==> config.mk <==
export PLATFORM = sky130hd
export DESIGN_NAME = fir_sym_tdm
export DESIGN_NICKNAME = d
export VERILOG_FILES = /design/src/rtl/fir_pkg.sv /design/src/rtl/fir_delay_line.sv /design/src/rtl/fir_sym_tdm.sv
export SDC_FILE = /design/constraint.sdc
export NUM_CORES = 1
export LEC_CHECK = 0
export CORE_MARGIN = 10
export CORE_UTILIZATION = 45
export CTS_CLUSTER_DIAMETER = 100
export CTS_CLUSTER_SIZE = 20
export DETAILED_ROUTE_END_ITERATION = 10
export SLEW_MARGIN = 20
export SYNTH_ARGS = -nofsm -noshare
export SYNTH_HDL_FRONTEND = slang
export SYNTH_HIERARCHICAL = 1
export SYNTH_SLANG_ARGS = --single-unit
==> constraint.sdc <==
create_clock -name clk -period 22.8 [get_ports clk]
set_input_delay 2.28 -clock clk [delete_from_list [all_inputs] [get_ports clk]]
set_output_delay 2.28 -clock clk [all_outputs]
set_load 0.05 [all_outputs]
==> src/rtl/fir_pkg.sv <==
// Shared types, default coefficient set and output scaling helper for the
// symmetric TDM FIR.
//   coef_t       : signed coefficient type of the default set
//   DEFAULT_COEF : half-length coefficient set loaded at reset
//   state_t      : FSM encoding (IDLE / ACC)
//   default_coef : sign-extended default coefficient, 0 beyond the table
//   round_sat    : round-half-up, arithmetic shift, clip to out_w bits
package fir_pkg;

  localparam int unsigned DEF_COEF_W = 9;
  localparam int unsigned DEF_HALF   = 10;

  typedef logic signed [DEF_COEF_W-1:0] coef_t;

  localparam coef_t DEFAULT_COEF [DEF_HALF] = '{
    9'h001, 9'h1F7, 9'h1FE, 9'h00D, 9'h00E,
    9'h1F2, 9'h1D9, 9'h1FD, 9'h063, 9'h0C1
  };

  typedef enum logic {
    IDLE = 1'b0,
    ACC  = 1'b1
  } state_t;

  function automatic logic signed [63:0] default_coef(input int unsigned idx);
    logic signed [63:0] c;
    c = '0;
    if (idx < DEF_HALF) c = 64'(DEFAULT_COEF[idx[3:0]]);
    return c;
  endfunction

  function automatic logic signed [63:0] round_sat(input logic signed [63:0] acc,
                                                   input int unsigned      shift,
                                                   input int unsigned      out_w);
    logic signed [63:0] r;
    logic signed [63:0] hi;
    logic signed [63:0] lo;
    r  = (acc + (64'sd1 <<< (shift - 1))) >>> shift;
    hi = (64'sd1 <<< (out_w - 1)) - 64'sd1;
    lo = -(64'sd1 <<< (out_w - 1));
    if (r > hi) r = hi;
    else if (r < lo) r = lo;
    return r;
  endfunction

endpackage

==> src/rtl/fir_delay_line.sv <==
// Shift-enabled sample delay line; tap 0 holds the newest sample.
//   clk, resetn : clock, async active-low reset (clears all taps)
//   shift_en_i  : shift one position and load din_i into tap 0
//   din_i       : incoming sample
//   taps_o      : packed tap array, taps_o[k] = x[k]
module fir_delay_line #(
  parameter int unsigned DATA_W = 5,
  parameter int unsigned N_TAPS = 20
) (
  input  logic                           clk,
  input  logic                           resetn,
  input  logic                           shift_en_i,
  input  logic [DATA_W-1:0]              din_i,
  output logic [N_TAPS-1:0][DATA_W-1:0]  taps_o
);

  logic [N_TAPS-1:0][DATA_W-1:0] taps_q;

  always_ff @(posedge clk or negedge resetn) begin
    if (!resetn) begin
      taps_q <= '0;
    end else if (shift_en_i) begin
      taps_q <= {taps_q[N_TAPS-2:0], din_i};
    end
  end

  assign taps_o = taps_q;

endmodule

==> src/rtl/fir_sym_tdm.sv <==
// Symmetric linear-phase FIR, one instance per I/Q rail. Taps j and
// N_TAPS-1-j are pre-added, then N_MAC multipliers sweep the half-length
// coefficient set over K = N_TAPS/(2*N_MAC) cycles per output.
//   clk, resetn          : clock, async active-low reset
//   in_valid / in_ready  : sample handshake (ready only in IDLE)
//   data_in              : signed sample
//   out_valid / data_out : one-cycle pulse with rounded, saturated result
//   coef_we/addr/wdata   : run-time coefficient write (IDLE only)
//   coef_err             : sticky, a coefficient write was dropped
module fir_sym_tdm
  import fir_pkg::*;
#(
  parameter int unsigned DATA_W    = 5,
  parameter int unsigned COEF_W    = 9,
  parameter int unsigned N_TAPS    = 20,
  parameter int unsigned N_MAC     = 2,
  parameter int unsigned OUT_SHIFT = 9,
  parameter int unsigned DECIM     = 1
) (
  input  logic                          clk,
  input  logic                          resetn,
  input  logic                          in_valid,
  output logic                          in_ready,
  input  logic [DATA_W-1:0]             data_in,
  output logic                          out_valid,
  output logic [DATA_W-1:0]             data_out,
  input  logic                          coef_we,
  input  logic [$clog2(N_TAPS/2)-1:0]   coef_addr,
  input  logic [COEF_W-1:0]             coef_wdata,
  output logic                          coef_err
);

  localparam int unsigned HALF   = N_TAPS / 2;
  localparam int unsigned K      = HALF / N_MAC;
  localparam int unsigned AW     = $clog2(HALF);
  localparam int unsigned IDX_W  = $clog2(N_TAPS);
  localparam int unsigned PH_W   = (K > 1) ? $clog2(K) : 1;
  localparam int unsigned DC_W   = (DECIM > 1) ? $clog2(DECIM) : 1;
  localparam int unsigned PROD_W = DATA_W + COEF_W + 1;
  localparam int unsigned ACC_W  = DATA_W + COEF_W + 1 + $clog2(HALF);

  state_t                         state_q, state_d;
  logic [PH_W-1:0]                phase_q;
  logic [DC_W-1:0]                decim_cnt_q;
  logic signed [ACC_W-1:0]        acc_q;
  logic signed [ACC_W-1:0]        partial;
  logic signed [ACC_W-1:0]        acc_sum;
  logic [DATA_W-1:0]              data_out_q;
  logic                           out_valid_q;
  logic                           coef_err_q;
  logic [COEF_W-1:0]              coef_q [HALF];
  logic [N_TAPS-1:0][DATA_W-1:0]  taps;

  logic [IDX_W-1:0]               tap_j [N_MAC];
  logic signed [DATA_W:0]         pre   [N_MAC];
  logic signed [PROD_W-1:0]       prod  [N_MAC];

  logic accept, start, last_phase, addr_ok, coef_wr;

  assign accept     = in_valid && in_ready;
  assign start      = accept && (32'(decim_cnt_q) == DECIM - 1);
  assign last_phase = (32'(phase_q) == K - 1);
  assign addr_ok    = (32'(coef_addr) < HALF);
  assign coef_wr    = coef_we && (state_q == IDLE) && addr_ok;

  fir_delay_line #(
    .DATA_W (DATA_W),
    .N_TAPS (N_TAPS)
  ) u_dly (
    .clk        (clk),
    .resetn     (resetn),
    .shift_en_i (accept),
    .din_i      (data_in),
    .taps_o     (taps)
  );

  // Folded MAC lanes: lane m covers coefficient phase*N_MAC+m.
  always_comb begin
    partial = '0;
    tap_j   = '{default: '0};
    pre     = '{default: '0};
    prod    = '{default: '0};
    for (int unsigned m = 0; m < N_MAC; m++) begin
      tap_j[m] = IDX_W'(32'(phase_q) * N_MAC + m);
      pre[m]   = (DATA_W+1)'(signed'(taps[tap_j[m]]))
               + (DATA_W+1)'(signed'(taps[IDX_W'(N_TAPS - 1) - tap_j[m]]));
      prod[m]  = PROD_W'(signed'(coef_q[AW'(tap_j[m])])) * PROD_W'(pre[m]);
      partial  = partial + ACC_W'(prod[m]);
    end
  end

  assign acc_sum = acc_q + partial;

  always_ff @(posedge clk or negedge resetn) begin
    if (!resetn) state_q <= IDLE;
    else         state_q <= state_d;
  end

  always_comb begin
    state_d = state_q;
    case (state_q)
      IDLE:    if (start)      state_d = ACC;
      ACC:     if (last_phase) state_d = IDLE;
      default:                 state_d = IDLE;
    endcase
  end

  always_comb begin
    in_ready  = (state_q == IDLE);
    out_valid = out_valid_q;
    data_out  = data_out_q;
    coef_err  = coef_err_q;
  end

  // The final phase folds its partial sum straight into the output stage,
  // so the result registers at the K-th edge after the accept.
  always_ff @(posedge clk or negedge resetn) begin
    if (!resetn) begin
      phase_q     <= '0;
      decim_cnt_q <= '0;
      acc_q       <= '0;
      data_out_q  <= '0;
      out_valid_q <= 1'b0;
    end else begin
      out_valid_q <= 1'b0;
      if (accept) begin
        decim_cnt_q <= (32'(decim_cnt_q) == DECIM - 1) ? '0 : decim_cnt_q + DC_W'(1);
      end
      if (state_q == IDLE) begin
        if (start) begin
          acc_q   <= '0;
          phase_q <= '0;
        end
      end else if (last_phase) begin
        data_out_q  <= DATA_W'(round_sat(64'(acc_sum), OUT_SHIFT, DATA_W));
        out_valid_q <= 1'b1;
      end else begin
        acc_q   <= acc_sum;
        phase_q <= phase_q + PH_W'(1);
      end
    end
  end

  always_ff @(posedge clk or negedge resetn) begin
    if (!resetn) begin
      for (int unsigned i = 0; i < HALF; i++) begin
        coef_q[AW'(i)] <= COEF_W'(default_coef(i));
      end
      coef_err_q <= 1'b0;
    end else begin
      if (coef_wr) coef_q[coef_addr] <= coef_wdata;
      if (coef_we && !coef_wr) coef_err_q <= 1'b1;
    end
  end

endmodule

**Yosys cells after proc, flatten, opt, wreduce, memory -nomap -nowiden**

Index checks and enable logic that the tools add are counted.

- Output and inout bits: 8
- Input port bits: 22
- Flip-flop bits (word level): 221
- Word-level logic and storage cells: 108

- Equal/unequal tests: 2
- Bitwise gates (word level): 5
- Reduce and logical (&&, ||, !) cells: 10
- Multipliers: 2
- $add $sub $neg: 10
- Magnitude comparators: 11
- Multiplexer cells: 31

Operator list:

| kind | count |
|---|---|
| $bwmux 90 | 1 |
| $bmux 5 s5 | 3 |
| $bmux 9 s4 | 2 |
| $mux 19 | 3 |
| $mux 9 | 5 |
| $demux 9 s4 | 1 |
| $mul 9x6->15 | 2 |
| $mux 5 | 6 |
| $add 19x10->20 const B | 1 |
| $add 19x16->19 | 1 |
| $lt 5x6->1 const B | 3 |
| $add 15x15->16 | 1 |
| $bmux 5 s3 | 1 |
| $ge 5x5->1 const B | 3 |
| $not 4->5 | 3 |
| $add 5x5->6 | 2 |
| $gt 11x5->1 const B | 1 |
| $lt 11x5->1 const B | 1 |
| $mux 3 | 3 |
| $logic_and 1x1->1 | 6 |
| $lt 4x6->1 const B | 1 |
| $add 4x1->5 const B | 1 |
| $lt 5x1->1 const B | 1 |
| $mux 1 | 5 |
| 12 further kinds | 14 |

**Depth between registers and ports, before layout**

Gate-level depths: netlist of run 1.

- Depth in word-level cells: 12
- Depth in mapped cells: 38
- Mapped depth without buffers: 34

**Hierarchy**

The synthesis of run 1 kept the hierarchy.

Modules (own cells, without submodules):

| module | seq. area each (µm²) | cells each | instances | area each (µm²) |
|---|---|---|---|---|
| fir_sym_tdm | 3065.4 | 1166 | 1 | 12288.0 |
| fir_delay_line | 2502.4 | 211 | 1 | 3777.4 |

**Worst setup path before layout of run 1**

Ideal clock, no wire load.

- Path kind: register to register
- From: register phase_q[1]
- To: register data_out_q[1], in the netlist data_out[1]
- Required time: 22.660 ns
- Arrival: 9.223 ns
- Path slack: 13.437 ns
- Path buffers: 3
- Setup time: 0.140 ns
- Stages on the path, launching flop included: 36
- Period minus slack after synthesis: 9.363 ns
- Cells stage by stage: dfrtp_1 clkbuf_1 buf_1 clkinv_1 ha_1 inv_1 clkbuf_1 mux2i_1 o22ai_1 ha_1 inv_1 fa_1 inv_1 a21o_1 a21oi_1 xnor2_1 nor2_1 fa_1 inv_1 fa_1 inv_1 fa_1 fa_1 fa_1 fa_1 ha_1 a21o_1 a221o_1 a211oi_1 inv_1 ha_1 a311oi_1 mux2i_1 o41a_1 o21ai_2 o211ai_1

- Longest elaborated chain between the ends: 12

Ends and longest elaborated chain:

| element | line | text |
|---|---|---|
| from (decl) | fir_sym_tdm.sv:43 | `logic [PH_W-1:0] phase_q;` |
| from (signal assigned) | fir_sym_tdm.sv:139 | `phase_q <= phase_q + PH_W'(1);` |
| $add 4x1->5 | fir_sym_tdm.sv:84 | `tap_j[m] = IDX_W'(32'(phase_q) * N_MAC + m);` |
| $sub 5x5->5 or $not 4->5 (tied branches) | fir_sym_tdm.sv:86, fir_sym_tdm.sv:87 |  |
| $bmux 5 s5 or $bmux 9 s4 (tied branches) | fir_sym_tdm.sv:86, fir_sym_tdm.sv:87 |  |
| $mux 5 (not written as such) or $mux 9 (tied branches) | fir_sym_tdm.sv:86, fir_sym_tdm.sv:87 |  |
| $add 5x5->6 or $mux 9 (tied branches) | fir_sym_tdm.sv:86, fir_sym_tdm.sv:87 |  |
| $mul 9x6->15 | fir_sym_tdm.sv:87 | `prod[m] = PROD_W'(signed'(coef_q[AW'(tap_j[m])])) * PROD_W'(pre[m]);` |
| $add 15x15->16 | fir_sym_tdm.sv:88 | `partial = partial + ACC_W'(prod[m]);` |
| $add 19x16->19 | fir_sym_tdm.sv:92 | `assign acc_sum = acc_q + partial;` |
| $add 19x10->20 | fir_pkg.sv:38 | `r = (acc + (64'sd1 <<< (shift - 1))) >>> shift;` |
| $lt 11x5->1 | fir_pkg.sv:42 | `else if (r < lo) r = lo;` |
| $mux 5 | fir_pkg.sv:42 |  |
| $mux 5 | fir_pkg.sv:41 | `if (r > hi) r = hi;` |
| to (signal assigned) | fir_sym_tdm.sv:135 | `data_out_q <= DATA_W'(round_sat(64'(acc_sum), OUT_SHIFT, DATA_W));` |
| to (decl) | fir_sym_tdm.sv:48 | `logic [DATA_W-1:0] data_out_q;` |

Parallel ways exist; a longest one is shown, timed or not. The select of a mux whose other input is x is not followed.
A chain may end at the register's enable or synchronous reset.

**Final worst setup path of run 1**

- From: register phase_q[2]
- To: register data_out_q[2], in the netlist data_out[2]

The elaborated chain is that of the path after synthesis.

==> results of run 1 <==
-- synthesized netlist by cell type (all sizes together) (29+ instances only) --
master  count
dfstp      50
mux2      192
mux2i      57
dfrtp     170
mux4       40
ha         66
a21oi      37
inv       167
fa        133
o21ai      29
nor2       80
nand2     114
clkbuf     37
-- kinds of logic (layout without fill, tap and decap cells) --
| family | Yosys count | in the layout | synth area share |
|---|---|---|---|
| compound gates | 141 | 141 | 0.05833 |
| xor+xnor | 26 | 26 | 0.01558 |
| simple gates | 273 | 273 | 0.07570 |
| buf+inv | 229 | 235 | 0.06051 |
| mux | 289 | 289 | 0.2262 |
| fa+ha+maj | 199 | 199 | 0.2171 |
| flops | 220 | 220 | 0.3466 |
-- final cells by class --
| class | count | share of cell area |
|---|---|---|
| Tap cell | 461 | 0.03361 |
| Multi-Input combinational cell | 928 | 0.5552 |
| Clock buffer | 23 | 0.02420 |
| Timing Repair Buffer | 40 | 0.02202 |
| Clock inverter | 3 | 0.003208 |
| Sequential cell | 220 | 0.3247 |
| Inverter | 169 | 0.03711 |
-- final timing paths --
| kind | start | end | slack [ns] | cells after the start |
|---|---|---|---|---|
| max | phase_q[2] | data_out[2] | 12.38 | 32 |
| min | coef_err | coef_err | 0.47 | 1 |
| max reg2reg | phase_q[2] | data_out[2] | 12.38 | 32 |
| min reg2reg | coef_err | coef_err | 0.47 | 1 |
| max in group asynchronous | resetn | phase_q[0] | 19.63 | 2 |
| min in group asynchronous | resetn | u_dly/taps_o[3] | 1.81 | 1 |
-- through the flow --
stage | hold WS [ns] | utilization
CTS | 0.4700 | 0.4849
floorplan | 0.4787 | -
global route | 0.5039 | 0.4849
detailed placement | 0.4473 | 0.4716
global placement | 0.4513 | 0.4715
finish | 0.4653 | 0.4849
-- routing by layer --
layer	share of wire	wire length (µm)
met1	0.47	15820
met2	0.49	16540
met3	0.032	1081
met4	0.012	410
met5	0	0
-- registers in the layout (all words and copies together), names as in the netlist --
name          count
u_dly/taps_o    100
data_out          5
state_q           1
acc_q            19
phase_q           3
out_valid         1
coef_err          1
coef_q           90
-- layout by cell type (no fill, tap or decap), types with 40 or more instances in the layout --
master	instances
ha_1	66
mux2i_1	57
nor2_1	80
inv_1	166
dfrtp_1	168
fa_1	133
nand2_1	114
mux4_2	40
mux2_2	192
dfstp_2	50
==> metrics.cfg, run 1 <==
[placement]
dpl-instance-area_um2 = 16690
placed_cells = 1818
gp_congestion = 0.8220
dp_hpwl_um = 24900
pre_cts_ws_ns = 12.47
portBuffers = 29

[synth]
synth.distinct_cells = 63
synth.avg_cell_area_um2 = 11.67
netlist_instances = 1377
async_flop_share = 1.000
synth-edff-count = 0
synth_seq_cells = 220
netlist.area_leader.share = 0.2648
yosysTopAreaCell = dfrtp_1
synth_warnings = 6
syn_nets = 1598
synthTopCellsByArea = dfrtp_1 26%, fa_1 17%, mux2_2 13%
yosysSeqAreaShare = 0.3466
synth-main-ff-cell = dfrtp_1
syn-cell-area_um2 = 16070

[floorplan]
fp-row-count = 69
start_util = 0.4539
fp.dieH_um = 208.9
io_pins = 30
core_area_um2 = 35400
die_w_um = 208.9
dieArea_um2 = 43660

[sta]
worst_pin_slew_ns = 1.008
max_freq_mhz = 95.95
period_share = 0.4571
fin_setup_tns_ns = 0
fin_crit_ns = 10.42
setup-violations-final = 0
timing.slew.headroom = 0.3232
fin_skew_ns = 0.02580
slew_violations = 0
worst_slack_ns = 12.38
hold_violations = 0
rsz0062_at_grt = false

[global_routing]
grt_max_degree = 97
grt_usage = 0.1600
grt_pass1_vias = 10650
grtUsageMet2 = 0.2680
grt_pass1_wl_um = 57640
gr-total-overflow = 0
top_usage_layer = met2
use_met3 = 0.01909
antenna_found_initial = 0
met1_usage = 0.2211

[critical_path]
crit_buf_inv = 7
max_stage_delay_ns = 0.67
critical_path_arrival_ns = 10.78
crit_slowest_cell = xnor2_1
critical_path_class = reg -> reg
critPathTopFamily = adder cells
start_kind = register
path_max_fanout = 14
worstPathRequired_ns = 23.16
end_kind = register

[clocking]
cts_resized = 0
htreeDepth = 1
clk_transition_reported_paths_ns = 0.09
cts.sinks = 220
clk-insertion-delay-late_ns = 0.50
clockRootBuffer = clkbuf_16
cts_tree = done
cts-buffers-inserted = 15
post_cts_buffers = 0
cts_buffer_depth = 3
ctsHoldBuffers = 0

[routing]
route.vias.total = 9997
dr.first_iter.drc_count = 570
first_pass_iters = 5
avgRoutedWirePerCell_um = 18.36
ant_nets = 0
viasPerCell = 5.421
drc_errors = 0
drt-total-wl_um = 33860

[final_layout]
multi_input_area_um2 = 9528
final_area_um2 = 17160
drive_gt1_frac = 0.2401
fillers = 3278
area_growth_syn_to_layout_pct = 6.830
seq_area_um2 = 5573
diodes = 0
layout.cells.non_filler = 1844
final_nets = 1595

[job]
cap_violations = 0

[min_path]
hold_class = reg -> reg

[status]
outcome = finished, final reports clean

Power of run 1 is left out: the tool's default activity adds up to more than one toggle a clock period on the data nets, which glitch-free logic cannot reach.
==> run 2, diff against run 1 <==
Clock period 22.8 ns to 9.4 ns, I/O delays scaled along.
==> run 2 against run 1 <==
Effect of this change:
- clock-buffer cell count increased by 1
- routed wire length increased by 2.0%
- non-clock buffer count increased by 20
- setup slack got worse by 12 ns
- register-to-register slack got worse by 12 ns
- die area unchanged
- clock skew decreased by 0.0055 ns
==> metrics.cfg, run 2 (same netlist as run 1, synthesis figures left out) <==
[status]
outcome = finished, final reports clean

[routing]
avgRoutedWirePerCell_um = 18.51
route.vias.total = 10110
viasPerCell = 5.419
drt-total-wl_um = 34540
ant_nets = 0
drc_errors = 0
dr.first_iter.drc_count = 540
first_pass_iters = 8

[sta]
timing.slew.headroom = 0.2410
worst_pin_slew_ns = 1.136
period_share = 0.9414
fin_skew_ns = 0.02028
max_freq_mhz = 113.0
fin_crit_ns = 8.850
hold_violations = 0
fin_setup_tns_ns = 0
slew_violations = 0
fin_hold_ws_ns = 0.4128
setup-violations-final = 0

[critical_path]
critical_path_cell_count = 30
worstPathRequired_ns = 9.77
timing.rr.start = phase_q[0]
path_max_fanout = 13
endpoint = data_out[3]
critical_path_class = reg -> reg
critPathTopFamily = adder cells
startpoint = phase_q[0]
max_stage_delay_ns = 0.61
ff2ff_setup_slack_ns = 0.55
end_kind = register
start_kind = register
rr_worst_depth = 30
crit_slowest_cell = dfrtp_4
regToRegEndpoint = data_out[3]
crit_buf_inv = 6
critical_path_arrival_ns = 9.22
cp_common_cell = fa_1

[placement]
gp_congestion = 0.8123
dpl-instance-area_um2 = 16860
dp_hpwl_um = 25220
portBuffers = 29

[clocking]
cts_tree = done
clk_transition_reported_paths_ns = 0.09
cts.sinks = 220
htreeDepth = 1
cts_buffer_depth = 3
clk-insertion-delay-late_ns = 0.50
ctsHoldBuffers = 0
cts-buffers-inserted = 16
clockRootBuffer = clkbuf_16

[final_layout]
layout_commonest_cell = mux2_2
final_area_um2 = 17410
diodes = 0
area_growth_syn_to_layout_pct = 8.380
final_nets = 1616
fin_util = 0.4919
fillers = 3236
seq_area_um2 = 5573
layout_common_cells = 192 x mux2_2, 168 x dfrtp_1, 166 x inv_1
multi_input_area_um2 = 9555
drive_gt1_frac = 0.2548
largest_register_ffs = 100

[global_routing]
antenna_found_initial = 0
grt_pass1_vias = 10910
grt_max_degree = 83
grt_pass1_wl_um = 58730
gr-total-overflow = 0
grt_usage = 0.1626

[job]
cap_violations = 0

[floorplan]
fp.dieH_um = 208.9
die_w_um = 208.9
core_area_um2 = 35400
start_util = 0.4539
dieArea_um2 = 43660
fp-row-count = 69
io_pins = 30

[min_path]
hold_class = in -> async

run 2: changes by cell type in the layout (fill, tap and decap cells not counted), sizes merged:
cell / before / now
inv: 169 / 170
clkinv: 2 / 3
bufinv: 1 / 0
buf: 12 / 31
clkbuf: 23 / 25
run 2: worst reg2reg max path, delay by kind of cell (launching register included):
kind,cells,cell delay [ns]
adders and majority gates,9,3.80
AOI/OAI and AO/OA,9,2.26
buffers and inverters,6,0.72
muxes,2,0.63
DFF,1,0.61
xor gates and xnor gates,1,0.43
and+or+nand+nor,3,0.29
run 2: metrics by stage:
stage | worst slack [ns] | cells
finish | 0.5504 | 1866
detailed placement | 0.3015 | 1837
global route | -0.02263 | 1866
global placement | 0.4452 | 1837
floorplan | 0.03721 | 1377
CTS | 0.2234 | 1865
run 2: how the worst min path moves through the flow:
stage,start,end,depth (start not counted)
floorplan,coef_q[36],coef_q[36],1
global placement,coef_err,coef_err,1
detailed placement,coef_err,coef_err,1
CTS,resetn,u_dly/taps_o[3],1
global route,resetn,u_dly/taps_o[0],1
finish,resetn,u_dly/taps_o[3],1
run 2: final cells by class:
type	instances	area share
clock inverter	4	0.002731
timing repair buffer	60	0.03277
clock buffer	24	0.02594
tap	461	0.03313
multi-input combinational	928	0.5488
inverter	169	0.03658
sequential	220	0.3201
run 2: what timing repair did:
| action | 4_1_cts | 5_1_grt |
|---|---|---|
| setup buffers | 0 | 1 |
| gates resized for setup | 0 | 5 |
| endpoints found under the hold margin | 0 | 0 |
| endpoints found under the setup margin | 0 | 5 |
run 2: per-layer routing:
metal  part of all wire  vias up  global-route usage
met3              0.029       24             0.01402
met1               0.46     5231              0.2216
li1                   -     4701                   -
met5                  0        -                   0
met4              0.017        0             0.03051
met2               0.49      156              0.2784
Power of run 2 is left out for the same reason.
==> run 3, diff against run 2 <==
Settings changed: SYNTH_HIERARCHICAL 1 to default.
==> run 3 against run 2 <==
Effect of this change:
- worst hold slack gained 0.027 ns
- sequential share of layout area is essentially flat
- highest routed layer unchanged
- critical path depth grew 2
- die area shrank 0.67%
- final area is essentially flat
- register-to-register slack gained 0.06 ns
- largest cell class unchanged
==> metrics.cfg, run 3 <==
[critical_path]
end_kind = register
critical_path_class = reg -> reg
endpoint = data_out[0]
critical_path_arrival_ns = 9.20
cp_common_cell = fa_1
max_stage_delay_ns = 0.55
worstPathRequired_ns = 9.81
start_kind = register
rr_worst_depth = 32
path_max_fanout = 11
regToRegEndpoint = data_out[0]
timing.rr.start = phase_q[0]
crit_slowest_cell = or4_4
startpoint = phase_q[0]
ff2ff_setup_slack_ns = 0.61

[sta]
fin_skew_ns = 0.01155
period_share = 0.9353
worst_slack_ns = 0.6083
setup-violations-final = 0
timing.slew.headroom = 0.2764
slew_violations = 0
rsz0062_at_grt = false
fin_setup_tns_ns = 0
hold_violations = 0
fin_crit_ns = 8.792
worst_pin_slew_ns = 1.083
max_freq_mhz = 113.7

[synth]
netlist.area_leader.share = 0.2668
synth-main-ff-cell = dfrtp_1
yosysSeqAreaShare = 0.3492
synth.avg_cell_area_um2 = 11.64
yosysTopAreaCell = dfrtp_1
synth_common_cells = 191 x mux2_2, 170 x dfrtp_1, 161 x inv_1, 133 x fa_1, 115 x nand2_1
syn-cell-area_um2 = 15950
async_flop_share = 1.000
syn_nets = 1591
synthTopCellsByArea = dfrtp_1 27%, fa_1 17%, mux2_2 13%
synth-edff-count = 0
synth.distinct_cells = 60
netlist_instances = 1370
synth.most_common_cell = mux2_2
synth_warnings = 0
synth_seq_cells = 220

[status]
outcome = finished, final reports clean

[clocking]
cts.sinks = 220
clockRootBuffer = clkbuf_16
cts_tree = done
cts_buffer_depth = 3
clk_transition_reported_paths_ns = 0.09
clk-insertion-delay-late_ns = 0.49
cts-buffers-inserted = 15
htreeDepth = 1

[floorplan]
start_util = 0.4593
fp.dieH_um = 208.2
dieArea_um2 = 43360
io_pins = 30
die_w_um = 208.2
fp-row-count = 68
core_area_um2 = 34710

[routing]
drt-total-wl_um = 34000
first_pass_iters = 6
dr.first_iter.drc_count = 465
viasPerCell = 5.425
ant_nets = 0
avgRoutedWirePerCell_um = 18.29
route.vias.total = 10090
drc_errors = 0

[global_routing]
grt_pass1_vias = 10940
gr-total-overflow = 0
grt_usage = 0.1597
grt_max_degree = 93
antenna_found_initial = 0
grt_pass1_wl_um = 57820

[job]
cap_violations = 0

[final_layout]
seq_area_um2 = 5573
largest_register_ffs = 100
area_growth_syn_to_layout_pct = 9.126
fillers = 3158
final_nets = 1619
drive_gt1_frac = 0.2585
multi_input_area_um2 = 9583
diodes = 0
layout_common_cells = 191 x mux2_2, 168 x dfrtp_1, 161 x inv_1
layout_commonest_cell = mux2_2

[placement]
pre_cts_ws_ns = 0.3106
dp_hpwl_um = 24920
gp_congestion = 0.8290
portBuffers = 29

[min_path]
hold_class = in -> async

## run 3: layer usage
layer  vias up  part of all wire  track usage  wire length (µm)
li1       4704                 -            -                 -
met2       141              0.48       0.2675             16470
met3        33             0.027      0.01737               931
met1      5208              0.47       0.2189             15960
met4         0             0.019      0.03288               648
met5         -                 0            0                 0
## run 3: cell families after synthesis
kind of cell,after synthesis,share of synthesized area
muxes,288,0.2272
and+or+nand+nor,274,0.07768
DFF,220,0.3492
buffers and inverters,219,0.05289
adders and majority gates,199,0.2188
AOI/OAI and AO/OA,143,0.05948
xor gates and xnor gates,27,0.01483
## run 3: layout make-up
type,instances,share of cell area
Inverter,162,0.03495
Tap cell,455,0.03272
Clock buffer,21,0.02466
Timing Repair Buffer,68,0.03545
Clock inverter,2,0.001222
Multi-Input combinational cell,931,0.5507
Sequential cell,220,0.3203
## run 3: how the worst min path moves through the flow
| stage | start | slack (ns) | to | cells after the start |
|---|---|---|---|---|
| floorplan | u_dly.taps_o[95] | 0.48 | u_dly.taps_o[95] | 1 |
| global placement | coef_err | 0.44 | coef_err | 1 |
| detailed placement | coef_err | 0.45 | coef_err | 1 |
| CTS | coef_err | 0.47 | coef_err | 1 |
| global route | coef_err | 0.50 | coef_err | 1 |
| finish | resetn | 0.44 | u_dly.taps_o[3] | 1 |
## run 3: critical path, delay by kind of cell (launching register included)
| family | cells | cell delay (ns) |
|---|---|---|
| xor gates and xnor gates | 2 | 0.35 |
| buffers and inverters | 8 | 1.05 |
| and+or+nand+nor | 4 | 0.94 |
| AOI/OAI and AO/OA | 7 | 1.36 |
| muxes | 2 | 0.74 |
| adders and majority gates | 9 | 3.71 |
| DFF | 1 | 0.54 |
## run 3: repair_timing
action	in CTS	in global routing
endpoints found under the hold margin	0	0
hold buffers	0	0
setup buffers	0	10
setup endpoints to repair	0	6
resized for setup	0	9
## run 3: per-stage QoR
step                instance area, µm²  std cells    util  hold WS (ns)
finish                           17400       1859  0.5013        0.4393
global route                     17400       1859  0.5013        0.4963
CTS                              17270       1849  0.4974        0.4693
detailed placement               16820       1826  0.4845        0.4486
global placement                 16820       1826  0.4845        0.4416
floorplan                        15950       1370       -        0.4787
Power of run 3 is left out for the same reason.
